[config.mk]
export PLATFORM = sky130hd
export DESIGN_NAME = pipe_int_ctrl
export DESIGN_NICKNAME = d
export VERILOG_FILES = /design/src/rtl/pipe_ctrl_pkg.sv /design/src/rtl/irq_prio_enc.sv /design/src/rtl/pipe_int_ctrl.sv
export SDC_FILE = /design/constraint.sdc
export NUM_CORES = 1
export LEC_CHECK = 0
export CAP_MARGIN = 30
export CORE_MARGIN = 4
export CORE_UTILIZATION = 38
export DETAILED_ROUTE_END_ITERATION = 16
export PLACE_DENSITY = 0.82
export RECOVER_POWER = 25
export SYNTH_ARGS = -nofsm -noshare
export SYNTH_HDL_FRONTEND = slang
export SYNTH_SLANG_ARGS = --single-unit
[constraint.sdc]
create_clock -name clk -period 2.5 [get_ports clk]
set_clock_uncertainty 0.15 [all_clocks]
set_input_delay 0.25 -clock clk [delete_from_list [all_inputs] [get_ports clk]]
set_output_delay 0.25 -clock clk [all_outputs]
set_load 0.05 [all_outputs]
[src/rtl/pipe_ctrl_pkg.sv]
`default_nettype none
// ============================================================================
// Module   : pipe_ctrl_pkg
// Purpose  : Shared encodings and defaults for the front-end pipeline controller
// Revision : 1.0 - initial release
// ============================================================================
package pipe_ctrl_pkg;

    localparam logic [1:0] PCSEL_SEQ = 2'b00;
    localparam logic [1:0] PCSEL_VEC = 2'b01;
    localparam logic [1:0] PCSEL_EPC = 2'b10;

    localparam logic [31:0] VEC_BASE_DEF   = 32'h0000_0800;
    localparam logic [31:0] VEC_STRIDE_DEF = 32'h0000_0020;

    typedef enum logic [0:0] {
        IDLE    = 1'b0,
        HANDLER = 1'b1
    } ctrl_state_t;

endpackage
`default_nettype wire

[src/rtl/irq_prio_enc.sv]
`default_nettype none
// ============================================================================
// Module   : irq_prio_enc
// Purpose  : Masked priority encoder, lowest set index wins
// Revision : 1.0 - initial release
// ============================================================================
module irq_prio_enc #(
    parameter int N     = 4,
    parameter int IDX_W = (N > 1) ? $clog2(N) : 1
) (
    input  logic [N-1:0]     i_pending,
    input  logic [N-1:0]     i_mask,
    output logic             o_valid,
    output logic [IDX_W-1:0] o_index
);

    logic [N-1:0] w_req;

    assign w_req = i_pending & i_mask;

    // Scan from the top down so the last hit is the lowest index.
    always_comb begin
        o_valid = 1'b0;
        o_index = '0;
        for (int i = N - 1; i >= 0; i--) begin
            if (w_req[i]) begin
                o_valid = 1'b1;
                o_index = IDX_W'(i);
            end
        end
    end

endmodule
`default_nettype wire

[src/rtl/pipe_int_ctrl.sv]
`default_nettype none
// ============================================================================
// Module   : pipe_int_ctrl
// Purpose  : IF/ID/PC control: load-use stall, branch flush, interrupt entry/ERET
// Revision : 1.0 - initial release
// ============================================================================
module pipe_int_ctrl
    import pipe_ctrl_pkg::*;
#(
    parameter int               N_IRQ      = 4,
    parameter logic [31:0]      VEC_BASE   = VEC_BASE_DEF,
    parameter logic [31:0]      VEC_STRIDE = VEC_STRIDE_DEF,
    parameter logic [N_IRQ-1:0] MASK_RST   = {N_IRQ{1'b1}}
) (
    input  logic                     clk,
    input  logic                     reset,
    input  logic [N_IRQ-1:0]         irq_src,
    input  logic                     irq_mask_we,
    input  logic [N_IRQ-1:0]         irq_mask_wdata,
    input  logic [31:0]              IF_PC,
    input  logic [4:0]               ID_rs,
    input  logic [4:0]               ID_rt,
    input  logic                     ID_eret,
    input  logic                     EX_MemRead,
    input  logic [4:0]               EX_rt,
    input  logic                     branch_taken,
    output logic                     PCWrite,
    output logic [1:0]               pc_sel,
    output logic                     IF_IDWrite,
    output logic                     IF_Flush,
    output logic                     ID_EX_Flush,
    output logic                     INT_detected,
    output logic                     INT_restore,
    output logic [31:0]              int_vector,
    output logic [31:0]              epc,
    output logic [$clog2(N_IRQ)-1:0] int_cause,
    output logic                     in_handler,
    output logic [N_IRQ-1:0]         irq_mask
);

    localparam int               c_idx_w = $clog2(N_IRQ);
    localparam logic [N_IRQ-1:0] c_one   = N_IRQ'(1);

    ctrl_state_t          r_state;
    ctrl_state_t          w_state_nxt;
    logic [N_IRQ-1:0]     r_pending;
    logic [N_IRQ-1:0]     r_irq_prev;
    logic [N_IRQ-1:0]     r_irq_mask;
    logic [31:0]          r_epc;
    logic [c_idx_w-1:0]   r_int_cause;

    logic                 w_valid;
    logic [c_idx_w-1:0]   w_sel;
    logic                 w_stall;
    logic                 w_take;
    logic [N_IRQ-1:0]     w_clr;

    irq_prio_enc #(
        .N     (N_IRQ),
        .IDX_W (c_idx_w)
    ) u_prio (
        .i_pending (r_pending),
        .i_mask    (r_irq_mask),
        .o_valid   (w_valid),
        .o_index   (w_sel)
    );

    assign w_stall = EX_MemRead && (EX_rt != 5'd0) &&
                     ((EX_rt == ID_rs) || (EX_rt == ID_rt));

    assign int_vector = VEC_BASE + (32'(w_sel) * VEC_STRIDE);
    assign w_clr      = w_take ? (c_one << w_sel) : '0;
    assign epc        = r_epc;
    assign int_cause  = r_int_cause;
    assign irq_mask   = r_irq_mask;
    assign in_handler = (r_state == HANDLER);

    always_comb begin
        PCWrite      = 1'b1;
        pc_sel       = PCSEL_SEQ;
        IF_IDWrite   = 1'b1;
        IF_Flush     = 1'b0;
        ID_EX_Flush  = 1'b0;
        INT_detected = 1'b0;
        INT_restore  = 1'b0;
        w_take       = 1'b0;
        w_state_nxt  = r_state;
        if (reset) begin
            PCWrite     = 1'b0;
            IF_IDWrite  = 1'b0;
            IF_Flush    = 1'b1;
            ID_EX_Flush = 1'b1;
        end else if (branch_taken) begin
            IF_IDWrite  = 1'b0;
            IF_Flush    = 1'b1;
            ID_EX_Flush = 1'b1;
        end else if (w_stall) begin
            PCWrite     = 1'b0;
            IF_IDWrite  = 1'b0;
            ID_EX_Flush = 1'b1;
        end else if ((r_state == IDLE) && w_valid) begin
            INT_detected = 1'b1;
            pc_sel       = PCSEL_VEC;
            IF_IDWrite   = 1'b0;
            ID_EX_Flush  = 1'b1;
            w_take       = 1'b1;
            w_state_nxt  = HANDLER;
        end else if ((r_state == HANDLER) && ID_eret) begin
            // The ERET itself is squashed; IF/ID restores the backed-up word.
            INT_restore = 1'b1;
            pc_sel      = PCSEL_EPC;
            IF_IDWrite  = 1'b0;
            ID_EX_Flush = 1'b1;
            w_state_nxt = IDLE;
        end
    end

    always_ff @(posedge clk) begin
        if (reset) begin
            r_state     <= IDLE;
            r_pending   <= '0;
            r_irq_prev  <= '0;
            r_irq_mask  <= MASK_RST;
            r_epc       <= '0;
            r_int_cause <= '0;
        end else begin
            r_state    <= w_state_nxt;
            r_irq_prev <= irq_src;
            // A fresh edge on the serviced source overrides its clear.
            r_pending  <= (r_pending & ~w_clr) | (irq_src & ~r_irq_prev);
            if (irq_mask_we) begin
                r_irq_mask <= irq_mask_wdata;
            end
            if (w_take) begin
                r_epc       <= IF_PC;
                r_int_cause <= w_sel;
            end
        end
    end

endmodule
`default_nettype wire
==> impl_metrics.ini, run 1 <==
[power_and_ir_drop]
power_density_nw_per_um2 = 628.2
leakage_nw = 1.665
seqPwrFrac_pct = 36.4
intPower_mw = 1.565
swShare_pct = 33.21
power.share.clock_pct = 27.4
power_switching_uw = 778.4
p_total_mw = 2.344
p_comb_share_pct = 36.2
vdd.ir_drop.worst_uv = 333.0

[cells_and_area]
drive_above_1_share_pct = 21.37
final_net_count = 411
antenna_cells = 0
final_cells = 426
fin_util_pct = 61.21
areaGrowthSynthToFinish_pct = 52.30
final_area_um2 = 3731

[worst_setup_path]
startpoint_type = input pin
slowest_delay_ns = 0.44
cp_max_fo = 2
critPathSlowestCell = or4_4
worst-path-stages = 8
crit_top_cell = buf_12
cp.arrival_ns = 2.03
end_kind = primary output
ff2ff_path_depth = 6
cpLargestDelayFamily = buffers and inverters
critPathKind = input pin to primary output
critical_path.cell_chain = clkdlybuf4s50_1 -> or4_4 -> o21ai_4 -> inv_2 -> a211o_4 -> buf_12 -> clkinvlp_4 -> buf_12
worst_ep_required_time_ns = 2.10
cp_num_buf_inv = 5

[clock_tree]
clk_latency_ns = 0.29
htreeDepth = 2
cts.sinks = 47
cts_hold_buf = 0
cts_root_buffer = clkbuf_8
clk_pin_slew_ns = 0.09
cts_tree = done
cts_max_path_buffers = 2
cts_buffers = 5

[placed_design]
portBuffers = 109
gp_congestion = 0.7713
dp.final_hpwl_um = 4403
dp_cells = 416
dpl_cell_area_um2 = 3592

[sta]
period_needed_ns = 2.428
clock.fmax_mhz = 411.8
grt_setup_unrepaired = no
max_slew.worst_pin.slew_ns = 0.8552
setup_violations = 0
post-route-period-util_pct = 97.13
slew_headroom_pct = 42.99
finalHoldViolCount = 0
finalMaxSlewViolations = 0

[synthesis]
synth_top_area_cell = dfxtp_1
synthDistinctLibCells = 37
synth_commonest_cells = 47 x dfxtp_1, 40 x nor2b_1, 32 x buf_4, 27 x mux2_4, 12 x nand2_1
async_flop_share_pct = 0
syn_area_per_cell_um2 = 10.51
ys_ff_latch = 47
synth.cell_area_um2 = 2450
postSynthCellCount = 233
synth_area_leaders = dfxtp_1 38%, mux2_4 17%, nor2b_1 10%
synth_edf_count = 0
yosysSeqAreaShare_pct = 38.41
yosysWarnings = 0
netlist.area_leader.share_pct = 38.41
synth_most_common_cell = dfxtp_1
synth_ff_type = dfxtp_1

[floorplan]
die_w_um = 88.30
die-area_um2 = 7796
fp-row-count = 28
core_area_um2 = 6096
ios = 140
initial_core_util_pct = 40.19
die_h_um = 88.30

[worst_hold_path]
hold_path_class = flip-flop to flip-flop
min_path_cells = 2

[drt]
avgViaCountPerCell = 4.439
final_antenna_net_count = 0
routedWlPerCell_um = 13.26
wl_um = 5648
drt_iter0_drc = 85
drcViolationCount = 0
vias = 1891
first_pass_iters = 4

[grt]
track_usage_pct = 14.08
antenna_found_initial = 0
grt_first_pass_wirelength_um = 8742
overflow = 0
grt_pass1_vias = 1970
grt_start_max_net_pins = 42

[flow_run]
cap_violations = 0

[outcome]
status = complete, no violations
-- stage by stage --
| stage | hold WS [ns] | TNS (ns) | setup slack, ns |
|---|---|---|---|
| 2_1_floorplan | 0.1791 | 0 | 0.08591 |
| 3_3_place_gp | 0.3010 | -3.989 | -0.1348 |
| 3_5_place_dp | 0.3179 | -4.801 | -0.1632 |
| 4_1_cts | 0.3375 | 0 | 0.04285 |
| 5_1_grt | 0.3598 | 0 | 0.02027 |
| 6_report | 0.3337 | 0 | 0.07176 |
-- cell families after synthesis --
family / synth area share [%]
flip-flops: 38.41
other: 0.3065
buffers and inverters: 14.71
AO/OA/AOI/OAI: 6.384
XOR/XNOR: 3.575
AND/OR/NAND/NOR: 15.27
multiplexers: 21.35
-- metal layers --
metal | GRT usage, % | up-vias | wire length (um)
met3 | 6.052 | 4 | 683
met4 | 4.121 | 0 | 34
met5 | 0 | - | 0
met2 | 23.66 | 97 | 2682
li1 | - | 938 | -
met1 | 16.33 | 852 | 2248
-- path summary, 6_finish.rpt --
path                start            to  slack (ns)
max              EX_rt[1]     pc_sel[0]        0.07
min          int_cause[1]  int_cause[1]        0.33
max reg2reg  r_pending[0]        epc[9]        0.47
min reg2reg  int_cause[1]  int_cause[1]        0.33
-- registers in the layout, summed over array words and instances (netlist names) --
register and flops:
r_pending 4, epc 32, r_irq_prev 4, in_handler 1, int_cause 2, irq_mask 4
-- worst reg2reg max path, cell delays in order (launching register included) --
cell and delay, ns:
dfxtp_1 0.39, a22oi_1 0.12, a21o_2 0.23, a211o_4 0.34, buf_4 0.15, buf_4 0.21, mux2_4 0.33
-- layout make-up --
type	instances	area, um2
Inverter	8	33.78
Clock inverter	2	60.06
Tap cell	75	93.84
Fill cell	521	2365
Clock buffer	6	72.57
Timing Repair Buffer	123	1256
Sequential cell	47	945.9
Multi-Input combinational cell	165	1269
-- power by group through the flow --
stage          Sequential, mW  Clock [mW]  Combinational, mW
2_1_floorplan            1.06           0              0.410
3_3_place_gp            0.870           0              0.847
3_5_place_dp            0.871           0              0.856
4_1_cts                 0.855       0.658              0.863
5_1_grt                 0.864       0.689              0.892
6_report                0.853       0.642              0.848
-- what timing repair did --
action                     in CTS  in global routing
gates resized for setup         5                  2
gates cloned                    0                  0
setup buffers                   2                  0
setup endpoints to repair       5                  4
pin swaps                       3                  1
-- cells in the final DEF (no fill, tap or decap), drive strengths merged, types with 2 or more instances in the layout --
master,synthesis,layout
mux2i,5,5
mux2,33,33
clkdlybuf4s50,0,83
inv,8,7
nor2,8,8
a21o,2,2
buf,37,20
nor2b,40,40
bufinv,0,2
dlygate4sd2,0,3
clkbuf,4,8
dfxtp,47,47
o21ai,4,4
nand2,12,12
dlygate4sd3,0,14
a22oi,2,2
nand3,4,4
xnor2,10,10
conb,2,30
Note: power is estimated with default switching activity, not from simulation.
==> inputs of run 2 (changes only) <==
--- a/config.mk
+++ b/config.mk
@@ -9,7 +9,7 @@
 export CORE_MARGIN = 4
 export CORE_UTILIZATION = 38
 export DETAILED_ROUTE_END_ITERATION = 16
-export PLACE_DENSITY = 0.82
+export PLACE_DENSITY = 0.86
 export RECOVER_POWER = 25
 export SYNTH_ARGS = -nofsm -noshare
 export SYNTH_HDL_FRONTEND = slang
==> run 2 against run 1 <==
Global-route usage decreased by 0.15 points; first-iteration DRC count decreased by 60%; combinational power grew 1%; final cell count rose by 0.23%; clock power is 23% lower; maximum frequency barely moved; count of clock-buffer cells in the layout up 1; sequential share of layout area fell by 0.14 points.
==> impl_metrics.ini, run 2 (synthesis gave the netlist of run 1 again) <==
[drt]
drcViolationCount = 0
routedWlPerCell_um = 13.04
first_pass_iters = 4
wl_um = 5569
final_antenna_net_count = 0
vias = 1916
drt_iter0_drc = 34
avgViaCountPerCell = 4.487

[sta]
setup_violations = 0
finalMaxSlewViolations = 0
period_needed_ns = 2.430
slew_headroom_pct = 45.04
clock.fmax_mhz = 411.5
grt_setup_unrepaired = no
finalHoldViolCount = 0
finalSetupTns_ns = 0
post-route-period-util_pct = 97.21
max_slew.worst_pin.slew_ns = 0.8244

[placed_design]
gp_congestion = 0.7572
dp.final_hpwl_um = 4471
dpl_cell_area_um2 = 3605
portBuffers = 109

[clock_tree]
cts_hold_buf = 0
cts_root_buffer = clkbuf_8
cts_buffers = 5
cts.sinks = 47
clk_pin_slew_ns = 0.08
cts_tree = done
clk_latency_ns = 0.28
htreeDepth = 2
cts_max_path_buffers = 2

[cells_and_area]
final_net_count = 412
drive_above_1_share_pct = 22.16
final_common_cell = clkdlybuf4s50_1
largest_reg_flops = 32
fin_util_pct = 61.56
antenna_cells = 0
areaGrowthSynthToFinish_pct = 53.17
final_area_um2 = 3752
final_cell_mix = 85 x clkdlybuf4s50_1, 43 x dfxtp_1, 40 x nor2b_1

[worst_hold_path]
hold_end = int_cause[1]
hp-start = int_cause[1]
min_path_cells = 2
hold_path_class = flip-flop to flip-flop

[grt]
grt_first_pass_wirelength_um = 8590
track_usage_pct = 13.93
antenna_found_initial = 0
grt_start_max_net_pins = 42
overflow = 0
grt_pass1_vias = 1882

[power_and_ir_drop]
intPower_mw = 1.426
power.share.clock_pct = 22.3
p_comb_share_pct = 39.0
swShare_pct = 35.33
p_total_mw = 2.205
seqPwrFrac_pct = 38.7
power_switching_uw = 779.0
vdd.ir_drop.worst_uv = 326.7
power_density_nw_per_um2 = 587.6
leakage_nw = 1.667

[worst_setup_path]
startpoint_type = input pin
worst_ep_required_time_ns = 2.10
critPathKind = input pin to primary output
r2r_slack_ns = 0.52
end_kind = primary output
rr_endpoint = epc[15]
cp.arrival_ns = 2.03
cp_max_fo = 2
ff2ff_path_depth = 6
timing.rr.start = r_pending[0]

[floorplan]
initial_core_util_pct = 40.19
fp-row-count = 28
die_h_um = 88.30
die-area_um2 = 7796
core_area_um2 = 6096
ios = 140
die_w_um = 88.30

[flow_run]
cap_violations = 0

[outcome]
status = complete, no violations
## run 2: cell types whose count changed in the layout (fill, tap and decap cells not counted), moves of 2 or more
cell	delta
buf_4	-3
buf_6	+3
bufinv_16	-2
clkbuf_8	+2
clkdlybuf4s50_1	+2
dlygate4sd2_1	-3
nor2_4	+2
## run 2: worst max-delay path, cell delays in order
cell             delay [ns]
clkdlybuf4s50_1        0.42
or4_4                  0.50
o21ai_4                0.18
inv_2                  0.06
a211o_4                0.36
clkinvlp_4             0.12
buf_12                 0.14
## run 2: per-layer routing
layer	GRT usage (%)	vias up	wire length (um)
met2	23.79	91	2702
met4	3.297	0	34
met3	6.611	4	674
met1	15.79	877	2158
met5	0	-	0
li1	-	944	-
## run 2: layout make-up
type | instances | area [um2]
fillers | 533 | 2344
repair buffers | 124 | 1294
multi-input cells | 165 | 1281
flip-flops and latches | 47 | 945.9
clock buffers | 7 | 96.34
well taps | 75 | 93.84
inverters | 8 | 33.78
clock inverters | 1 | 7.507
## run 2: repair_timing
item                                    4_1_cts  5_1_grt
buffers inserted                              1        2
gates cloned                                  0        0
pin swaps                                     2        4
endpoints found under the setup margin        6        4
gates resized for setup                       5        6
## run 2: through the flow
| stage | hold WS (ns) | setup WS, ns | std cells |
|---|---|---|---|
| after detailed placement | 0.3160 | -0.1529 | 416 |
| after floorplan | 0.1791 | 0.08591 | 261 |
| after CTS | 0.3285 | 0.003368 | 425 |
| after global placement | 0.3024 | -0.1199 | 416 |
| final | 0.3203 | 0.06979 | 427 |
| after global routing | 0.3564 | 0.01270 | 427 |
## run 2: worst max-delay path by stage
stage | start | end | slack [ns] | cells after the start
after global placement | EX_rt[1] | epc[13] | -0.12 | 7
after detailed placement | EX_rt[1] | epc[17] | -0.15 | 7
after floorplan | EX_rt[1] | pc_sel[0] | 0.09 | 8
final | EX_rt[3] | INT_detected | 0.07 | 7
after CTS | EX_rt[1] | ID_EX_Flush | 0.003 | 7
after global routing | EX_rt[3] | pc_sel[0] | 0.01 | 7
## run 2: power groups by stage
stage	registers, mW	logic (mW)	clock network, mW
after floorplan	1.06	0.410	0
after global placement	0.870	0.849	0
after detailed placement	0.870	0.860	0
after CTS	0.854	0.870	0.518
after global routing	0.863	0.903	0.549
final	0.852	0.860	0.492
==> inputs of run 3 (changes only) <==
--- a/config.mk
+++ b/config.mk
@@ -7,10 +7,13 @@
 export LEC_CHECK = 0
 export CAP_MARGIN = 30
 export CORE_MARGIN = 4
-export CORE_UTILIZATION = 38
+export CORE_UTILIZATION = 62
+export CTS_CLUSTER_SIZE = 20
 export DETAILED_ROUTE_END_ITERATION = 16
-export PLACE_DENSITY = 0.86
+export DONT_BUFFER_PORTS = 1
+export PLACE_DENSITY = 0.84
 export RECOVER_POWER = 25
 export SYNTH_ARGS = -nofsm -noshare
 export SYNTH_HDL_FRONTEND = slang
+export SYNTH_HIERARCHICAL = 1
 export SYNTH_SLANG_ARGS = --single-unit
==> run 3 against run 2 <==
Flip-flop and latch count unchanged; synthesized cell count grew 14%; first-iteration DRC count grew to 2.6 times the previous value; die area shrank 39%; via count decreased by 2.0%; final cell count fell by 15%; critical path type is now flip-flop to primary output; critical endpoint is now pc_sel[0]; largest power group is now sequential cells; highest routed layer unchanged.
==> impl_metrics.ini, run 3 <==
[worst_setup_path]
worst_ep_required_time_ns = 2.10
end_kind = primary output
startpoint_type = flip-flop
worst-path-stages = 6
cp_num_buf_inv = 1
critPathSlowestCell = dfxtp_2
cp_max_fo = 4
cpLargestDelayFamily = flip-flops
cp.arrival_ns = 1.94
slowest_delay_ns = 0.52
ff2ff_path_depth = 6
critical_path.cell_chain = a22oi_1 -> nand2_1 -> nand2b_1 -> a211oi_4 -> and2_4 -> buf_12
critPathKind = flip-flop to primary output

[synthesis]
yosysSeqAreaShare_pct = 41.14
netlist.area_leader.share_pct = 41.14
synth_top_area_cell = dfxtp_1
ys_ff_latch = 47
syn_area_per_cell_um2 = 8.598
synth_edf_count = 0
synth_commonest_cells = 81 x nand2_1, 47 x dfxtp_1, 38 x mux2i_1, 33 x buf_4, 10 x xnor2_1
synthDistinctLibCells = 31
synth_area_leaders = dfxtp_1 41%, mux2i_1 17%, nand2_1 13%
postSynthCellCount = 266
synth.cell_area_um2 = 2287
synth_ff_type = dfxtp_1
synth_most_common_cell = nand2_1
async_flop_share_pct = 0
yosysWarnings = 6

[drt]
first_pass_iters = 4
drt_iter0_drc = 88
avgViaCountPerCell = 5.171
final_antenna_net_count = 0
routedWlPerCell_um = 16.99
vias = 1877
wl_um = 6166
drcViolationCount = 0

[grt]
grt_first_pass_wirelength_um = 9018
grt_start_max_net_pins = 34
grt_pass1_vias = 1901
track_usage_pct = 26.43
grt_use_met3_pct = 8.914
grt_use_met1_pct = 25.48
antenna_found_initial = 0
overflow = 0
top_usage_layer = met2
met2_usage_pct = 50.30

[clock_tree]
cts_root_buffer = clkbuf_8
cts_tree = done
htreeDepth = 2
cts_buffers = 5
clk_latency_ns = 0.29
ctsResizeCount = 0
cts_hold_buf = 45
cts_setup_buffers = 0
cts.sinks = 47
clk_pin_slew_ns = 0.08
cts_max_path_buffers = 2

[power_and_ir_drop]
vdd.ir_drop.worst_uv = 548.1
power_density_nw_per_um2 = 683.9
leakage_nw = 1.185

[worst_hold_path]
hold_path_class = input pin to flip-flop
min_path_cells = 2

[cells_and_area]
final_area_um2 = 2859
multi_input_area_um2 = 1167
antenna_cells = 0
fin_util_pct = 83.06
fillers = 206
areaGrowthSynthToFinish_pct = 25.00
final_common_cell = nand2_1
register_area_um2 = 944.7
final_cell_mix = 81 x nand2_1, 45 x dlygate4sd3_1, 44 x dfxtp_1
final_net_count = 377
largest_reg_flops = 32
drive_above_1_share_pct = 9.779

[flow_run]
cap_violations = 0

[placed_design]
portBuffers = 0
gp_congestion = 0.7204
dpl_cell_area_um2 = 2327
dp.final_hpwl_um = 3948

[floorplan]
die_h_um = 68.74
die_w_um = 68.74
ios = 140
core_area_um2 = 3442
initial_core_util_pct = 66.45
fp-row-count = 21
die-area_um2 = 4725

[sta]
clock.fmax_mhz = 426.8
grt_setup_unrepaired = no
max_slew.worst_pin.slew_ns = 0.6693
post-route-period-util_pct = 93.73
finalHoldViolCount = 0
period_needed_ns = 2.343
slew_headroom_pct = 55.38
finalMaxSlewViolations = 0
setup_violations = 0
hold_slack_ns = 0.1066

[outcome]
status = complete, no violations
## run 3: cell types whose count changed in the layout (fill, tap and decap cells not counted), moves of 3 or more
cell	change
nor2_1	-4
buf_12	-5
mux2_2	-6
nor2b_1	-31
buf_6	-3
nand2_1	+69
clkdlybuf4s50_1	-85
dlygate4sd3_1	+31
mux2i_1	+33
a21oi_1	+5
mux2_4	-27
inv_1	-5
## run 3: area by class of cell
cell class              count  share of cell area [%]
clock buffers               5                   2.407
flip-flops and latches     47                   33.04
multi-input cells         200                   40.83
inverters                   2                  0.2626
clock inverters             3                  0.7002
repair buffers             60                   20.74
well taps                  46                   2.013
## run 3: power by group
part	leakage, nW	internal [mW]	switching [mW]
clock network	0.0402	0.195	0.246
logic	0.760	0.177	0.306
registers	0.385	0.811	0.222
## run 3: final timing paths
path,startpoint,end,slack [ns]
setup reg to reg,irq_mask[2],epc[17],0.40
hold reg to reg,r_irq_prev[1],r_pending[1],0.42
setup / recovery,irq_mask[2],pc_sel[0],0.16
hold / removal,ID_eret,in_handler,0.11
## run 3: cells by family after synthesis
group | synth area share [%]
AO/OA/AOI/OAI | 5.362
AND/OR/NAND/NOR | 19.15
buffers and inverters | 13.57
other | 0.3283
XOR/XNOR | 3.829
multiplexers | 16.63
flip-flops | 41.14
## run 3: metal layers
layer  vias up  routed length, um
met5         -                  0
li1        903                  -
met2       112               3273
met3        16                685
met1       846               2047
met4         0                159
## run 3: through the flow
step	worst slack, ns	instances	TNS, ns	total power [mW]
floorplan	-0.09227	294	-0.09227	1.421
global placement	0.2761	310	0	1.451
detailed placement	0.2431	310	0	1.462
CTS	0.1406	363	0	1.957
global route	0.07329	363	0	2.041
finish	0.1568	363	0	1.955
